`config.mk`:
```
export PLATFORM = sky130hd
export DESIGN_NAME = stream_mux_nto1
export DESIGN_NICKNAME = d
export VERILOG_FILES = /design/src/rtl/stream_mux_nto1.sv
export SDC_FILE = /design/constraint.sdc
export NUM_CORES = 1
export LEC_CHECK = 0
export ABC_AREA = 1
export BUFFER_PORTS_ARGS = -buffer_cell sky130_fd_sc_hd__buf_2
export CORE_MARGIN = 1.5
export CORE_UTILIZATION = 49
export CTS_CLUSTER_DIAMETER = 120
export DETAILED_ROUTE_END_ITERATION = 7
export GPL_TIMING_DRIVEN = 0
export MAX_ROUTING_LAYER = met4
export PLACE_DENSITY = 0.79
export SKIP_LAST_GASP = 1
export SLEW_MARGIN = 0
export SYNTH_ARGS = -nofsm -noshare
export SYNTH_HDL_FRONTEND = slang
export SYNTH_SLANG_ARGS = --single-unit
```
`constraint.sdc`:
```
create_clock -name clk -period 1.7 [get_ports clk]
set_clock_uncertainty 0.1 [all_clocks]
set_input_delay 0.34 -clock clk [delete_from_list [all_inputs] [get_ports clk]]
set_output_delay 0.34 -clock clk [all_outputs]
set_load 0.005 [all_outputs]
```
`src/rtl/stream_mux_nto1.sv`:
```
// N-channel valid/ready stream multiplexer with a one-entry registered output
// stage, external-select or round-robin arbitration, and a saturating beat counter.

module stream_mux_nto1_lane #(
  parameter int WIDTH = 8,
  parameter int SELW  = 2,
  parameter int IDX   = 0
) (
  input  logic             i_load_en,
  input  logic             i_any,
  input  logic [SELW-1:0]  i_chosen,
  input  logic [WIDTH-1:0] i_data,
  output logic             o_grant,
  output logic [WIDTH-1:0] o_data
);
  localparam logic [SELW-1:0] MY_IDX = SELW'(IDX);

  assign o_grant = i_load_en && i_any && (i_chosen == MY_IDX);
  // AND-OR mux leg: only the granted lane contributes to the OR tree.
  assign o_data  = o_grant ? i_data : '0;
endmodule

module stream_mux_nto1 #(
  parameter int N_CH  = 4,
  parameter int WIDTH = 8,
  parameter int MODE  = 0,
  parameter int SELW  = $clog2(N_CH)
) (
  input  logic                  clk,
  input  logic                  rst,
  input  logic [N_CH*WIDTH-1:0] in_data,
  input  logic [N_CH-1:0]       in_valid,
  output logic [N_CH-1:0]       in_ready,
  input  logic [SELW-1:0]       sel,
  output logic [WIDTH-1:0]      out_data,
  output logic                  out_valid,
  input  logic                  out_ready,
  output logic [SELW-1:0]       out_ch,
  output logic [15:0]           xfer_cnt
);
  localparam logic [SELW:0] NCH_W = (SELW+1)'(N_CH);

  logic                        r_valid;
  logic [WIDTH-1:0]            r_data;
  logic [SELW-1:0]             r_ch;
  logic [15:0]                 r_cnt;

  logic                        w_load_en;
  logic                        w_any;
  logic [SELW-1:0]             w_chosen;
  logic [N_CH-1:0]             w_grant;
  logic [N_CH-1:0][WIDTH-1:0]  w_lane_data;
  logic [WIDTH-1:0]            w_mux_data;
  logic                        w_xfer;

  assign w_load_en = !r_valid || out_ready;

  generate
    if (MODE == 0) begin : g_sel
      assign w_chosen = sel;
      assign w_any    = ({1'b0, sel} < NCH_W);
    end else begin : g_rr
      logic [SELW-1:0]   r_last;
      logic [SELW:0]     w_base;
      logic [2*N_CH-1:0] w_dbl;
      logic [N_CH-1:0]   w_rot;
      logic              w_rr_any;
      logic [SELW:0]     w_rr_off;
      logic [SELW:0]     w_sum;
      logic              w_unused_sel;

      assign w_unused_sel = ^sel;

      // Rotate valids so bit 0 is the channel just after the last grant.
      assign w_base = {1'b0, r_last} + (SELW+1)'(1);
      assign w_dbl  = {in_valid, in_valid};
      assign w_rot  = N_CH'(w_dbl >> w_base);

      always_comb begin
        w_rr_any = 1'b0;
        w_rr_off = '0;
        for (int k = N_CH-1; k >= 0; k--) begin
          if (w_rot[k]) begin
            w_rr_any = 1'b1;
            w_rr_off = (SELW+1)'(k);
          end
        end
        w_sum = w_base + w_rr_off;
        if (w_sum >= NCH_W) w_sum = w_sum - NCH_W;
      end

      assign w_chosen = w_sum[SELW-1:0];
      assign w_any    = w_rr_any;

      always_ff @(posedge clk or posedge rst) begin
        if (rst)         r_last <= SELW'(N_CH-1);
        else if (w_xfer) r_last <= w_chosen;
      end
    end
  endgenerate

  generate
    for (genvar i = 0; i < N_CH; i++) begin : g_lane
      stream_mux_nto1_lane #(
        .WIDTH (WIDTH),
        .SELW  (SELW),
        .IDX   (i)
      ) u_lane (
        .i_load_en (w_load_en),
        .i_any     (w_any),
        .i_chosen  (w_chosen),
        .i_data    (in_data[i*WIDTH +: WIDTH]),
        .o_grant   (w_grant[i]),
        .o_data    (w_lane_data[i])
      );
    end
  endgenerate

  always_comb begin
    w_mux_data = '0;
    for (int i = 0; i < N_CH; i++) w_mux_data = w_mux_data | w_lane_data[i];
  end

  assign w_xfer   = |(w_grant & in_valid);
  assign in_ready = rst ? '0 : w_grant;

  always_ff @(posedge clk or posedge rst) begin
    if (rst) begin
      r_valid <= 1'b0;
      r_data  <= '0;
      r_ch    <= '0;
      r_cnt   <= '0;
    end else if (w_xfer) begin
      r_valid <= 1'b1;
      r_data  <= w_mux_data;
      r_ch    <= w_chosen;
      if (r_cnt != 16'hFFFF) r_cnt <= r_cnt + 16'd1;
    end else if (out_ready) begin
      r_valid <= 1'b0;
    end
  end

  assign out_valid = r_valid;
  assign out_data  = r_data;
  assign out_ch    = r_ch;
  assign xfer_cnt  = r_cnt;
endmodule

```
==> impl_metrics.toml <==
[floorplanning]
die_w_um = 63.7
initial_core_util_pct = 52.5
core_mm2 = 0.00344
die_area_mm2 = 0.00406
die_h_um = 63.7
io_pins = 72
rows = 21

[drt]
drc_errors = 0
antenna_left = 0
vias = 2099
drtIter0Drc = 142
routed_wl_um = 5110
vias_per_cell = 5.22
routedWlPerCell_um = 12.7
first_pass_iters = 4

[setup_path]
arrival_ps = 1230
cp-start-kind = "register"
critPathKind = "register to output pin"
cp-end-kind = "output pin"
cp.required_ps = 1260
cp_max_fo = 3

[synth]
synth_top_area_share_pct = 37.4
synth_cell_type_count = 23
syn_area_per_cell_um2 = 6.72
netlist_instances = 269
yosys.area.top_type = "dfrtp_1"
ys_warn_count = 0
ys_top_cells_by_area = "dfrtp_1 37%, nand2_1 23%, nand3_1 14%"
seq_area_frac_synth_pct = 37.4
syn_nets = 311
syn_area_mm2 = 0.00181
ys_ff_latch = 27

[clock_network]
cts.sink_count = 27
root_buffer = "clkbuf_8"
insertion_delay_ps = 280
cts-buffers-inserted = 3
cts_htree_levels = 1
clk_pin_slew_ps = 90
hold_buffers = 0
cts_buffer_depth = 2
cts_tree = "done"

[pwr]
irDropWorstVdd_uv = 641
p_total_w = 0.00186
leakagePower_nw = 1.32
p_per_area_mw_per_mm2 = 767

[placement]
place_hpwl_um = 3630
io_buffers = 71
place_area_mm2 = 0.00222
place.gp.congestion = 0.953

[cells_and_area]
antennaDiodeCount = 0
nets = 399
areaGrowthSynthToFinish_pct = 34.2
postLayoutCellArea_mm2 = 0.00243
layout-drive-gt1-share_pct = 32.0

[global_routing]
grt_pass1_wl_um = 8110
track_usage_pct = 25.8
grt_max_degree = 28
antenna_found_initial = 0
overflow = 0
grt_pass1_vias = 1828

[job]
drv_cap = 0

[sta]
worst-slew-pin-transition_ps = 990
rsz0062_at_grt = "yes"
period_share_pct = 98.0
fmax_mhz = 600
slew_viol_final = 0
finalSetupViolCount = 0
worst_hold_slack_ps = 217
slew_headroom_pct = 34.0
period_needed_ps = 1670
finalHoldViolCount = 0

[min_path]
min_path_type = "primary input to async pin"

[status]
outcome = "complete, no violations"
final cells by class:
class / count / area, um^2
well taps: 46 / 57.6
inverters: 22 / 82.6
multi-input cells: 212 / 1040
clock buffers: 4 / 45.0
repair buffers: 84 / 453
fillers: 300 / 1020
flip-flops and latches: 27 / 676
plain buffers: 7 / 73.8
kinds of logic (layout without fill, tap and decap cells):
logic type,Yosys count,in the layout,share of synthesized area [%]
simple gates,202,202,50.6
buf+inv,30,117,7.40
flops,27,27,37.4
xor+xnor,6,6,2.91
compound gates,3,3,1.04
fa+ha+maj,1,1,0.692
report_power, final:
group	leakage (nW)	internal, W	switching [W]	total, W
clock	0.0228	0.000169	0.000205	0.000373
sequential	0.357	0.000745	0.0000893	0.000834
combinational	0.939	0.000308	0.000345	0.000653
total	1.32	0.00122	0.000639	0.00186
sequential cells by signal, summed over array words and instances, names as in the netlist:
register	flops
out_valid	1
out_data	8
out_ch	2
xfer_cnt	16
timing repair:
action / in CTS / in global routing
pin swaps: 4 / 5
setup endpoints to repair: 16 / 30
gates cloned: 0 / 0
resized for setup: 9 / 9
buffers inserted: 3 / 10
cell usage in the layout, fill, tap and decap left out, drive strengths merged:
| cell type | netlist | layout |
|---|---|---|
| buf | 8 | 90 |
| a21oi | 1 | 1 |
| nand4 | 14 | 14 |
| inv | 21 | 21 |
| clkbuf | 0 | 5 |
| xor2 | 5 | 5 |
| xnor2 | 1 | 1 |
| nor3 | 1 | 1 |
| clkinv | 1 | 1 |
| ha | 1 | 1 |
| dfrtp | 27 | 27 |
| nand2 | 112 | 112 |
| nor2 | 23 | 23 |
| nand3b | 1 | 1 |
| nand3 | 51 | 51 |
| o21ai | 2 | 2 |
routing by layer:
layer	GRT usage (%)	up-vias	wire [um]
met5	-	-	0
met4	6.25	0	54
met3	4.40	7	235
met2	41.4	67	2490
met1	34.1	976	2330
li1	-	1049	-
path summary, 6_finish.rpt:
kind                       slack (ps)                    start  depth (start not counted)                  endpoint
max                                30    out_valid$_DFFE_PP0P_                          5               in_ready[3]
min                               220                      rst                          2     out_valid$_DFFE_PP0P_
min reg2reg                       390  out_data[5]$_DFFE_PP0P_                          2   out_data[5]$_DFFE_PP0P_
max in group asynchronous         680                      rst                          2  xfer_cnt[11]$_DFFE_PP0P_
min in group clk                  260              in_data[26]                          5   out_data[2]$_DFFE_PP0P_
max reg2reg                        50  xfer_cnt[0]$_DFFE_PP0P_                         10   xfer_cnt[8]$_DFFE_PP0P_
synth_stat cells (all sizes together):
| master | instances |
|---|---|
| xnor2 | 1 |
| nor2 | 23 |
| dfrtp | 27 |
| clkinv | 1 |
| nand2 | 112 |
| nand3b | 1 |
| ha | 1 |
| nand4 | 14 |
| xor2 | 5 |
| o21ai | 2 |
| inv | 21 |
| nor3 | 1 |
| nand3 | 51 |
| a21oi | 1 |
| buf | 8 |
per-stage QoR:
stage                     setup TNS, ps  utilization (%)  std cells  setup slack (ps)
after detailed placement          -1820             64.5        386              -149
final                                 0             70.5        402              33.7
after global placement            -1560             64.5        386              -125
after global routing               -236             70.5        402             -42.3
after CTS                             0             67.3        392              2.64
after floorplan                       0                -        269              72.0
worst max-delay path, stage by stage, from the launching register on:
cell and delay, ps:
dfrtp_1 400, buf_4 150, a21oi_4 160, inv_1 50, nor2_1 70, buf_2 110
Power figures use the tool's default switching activity.
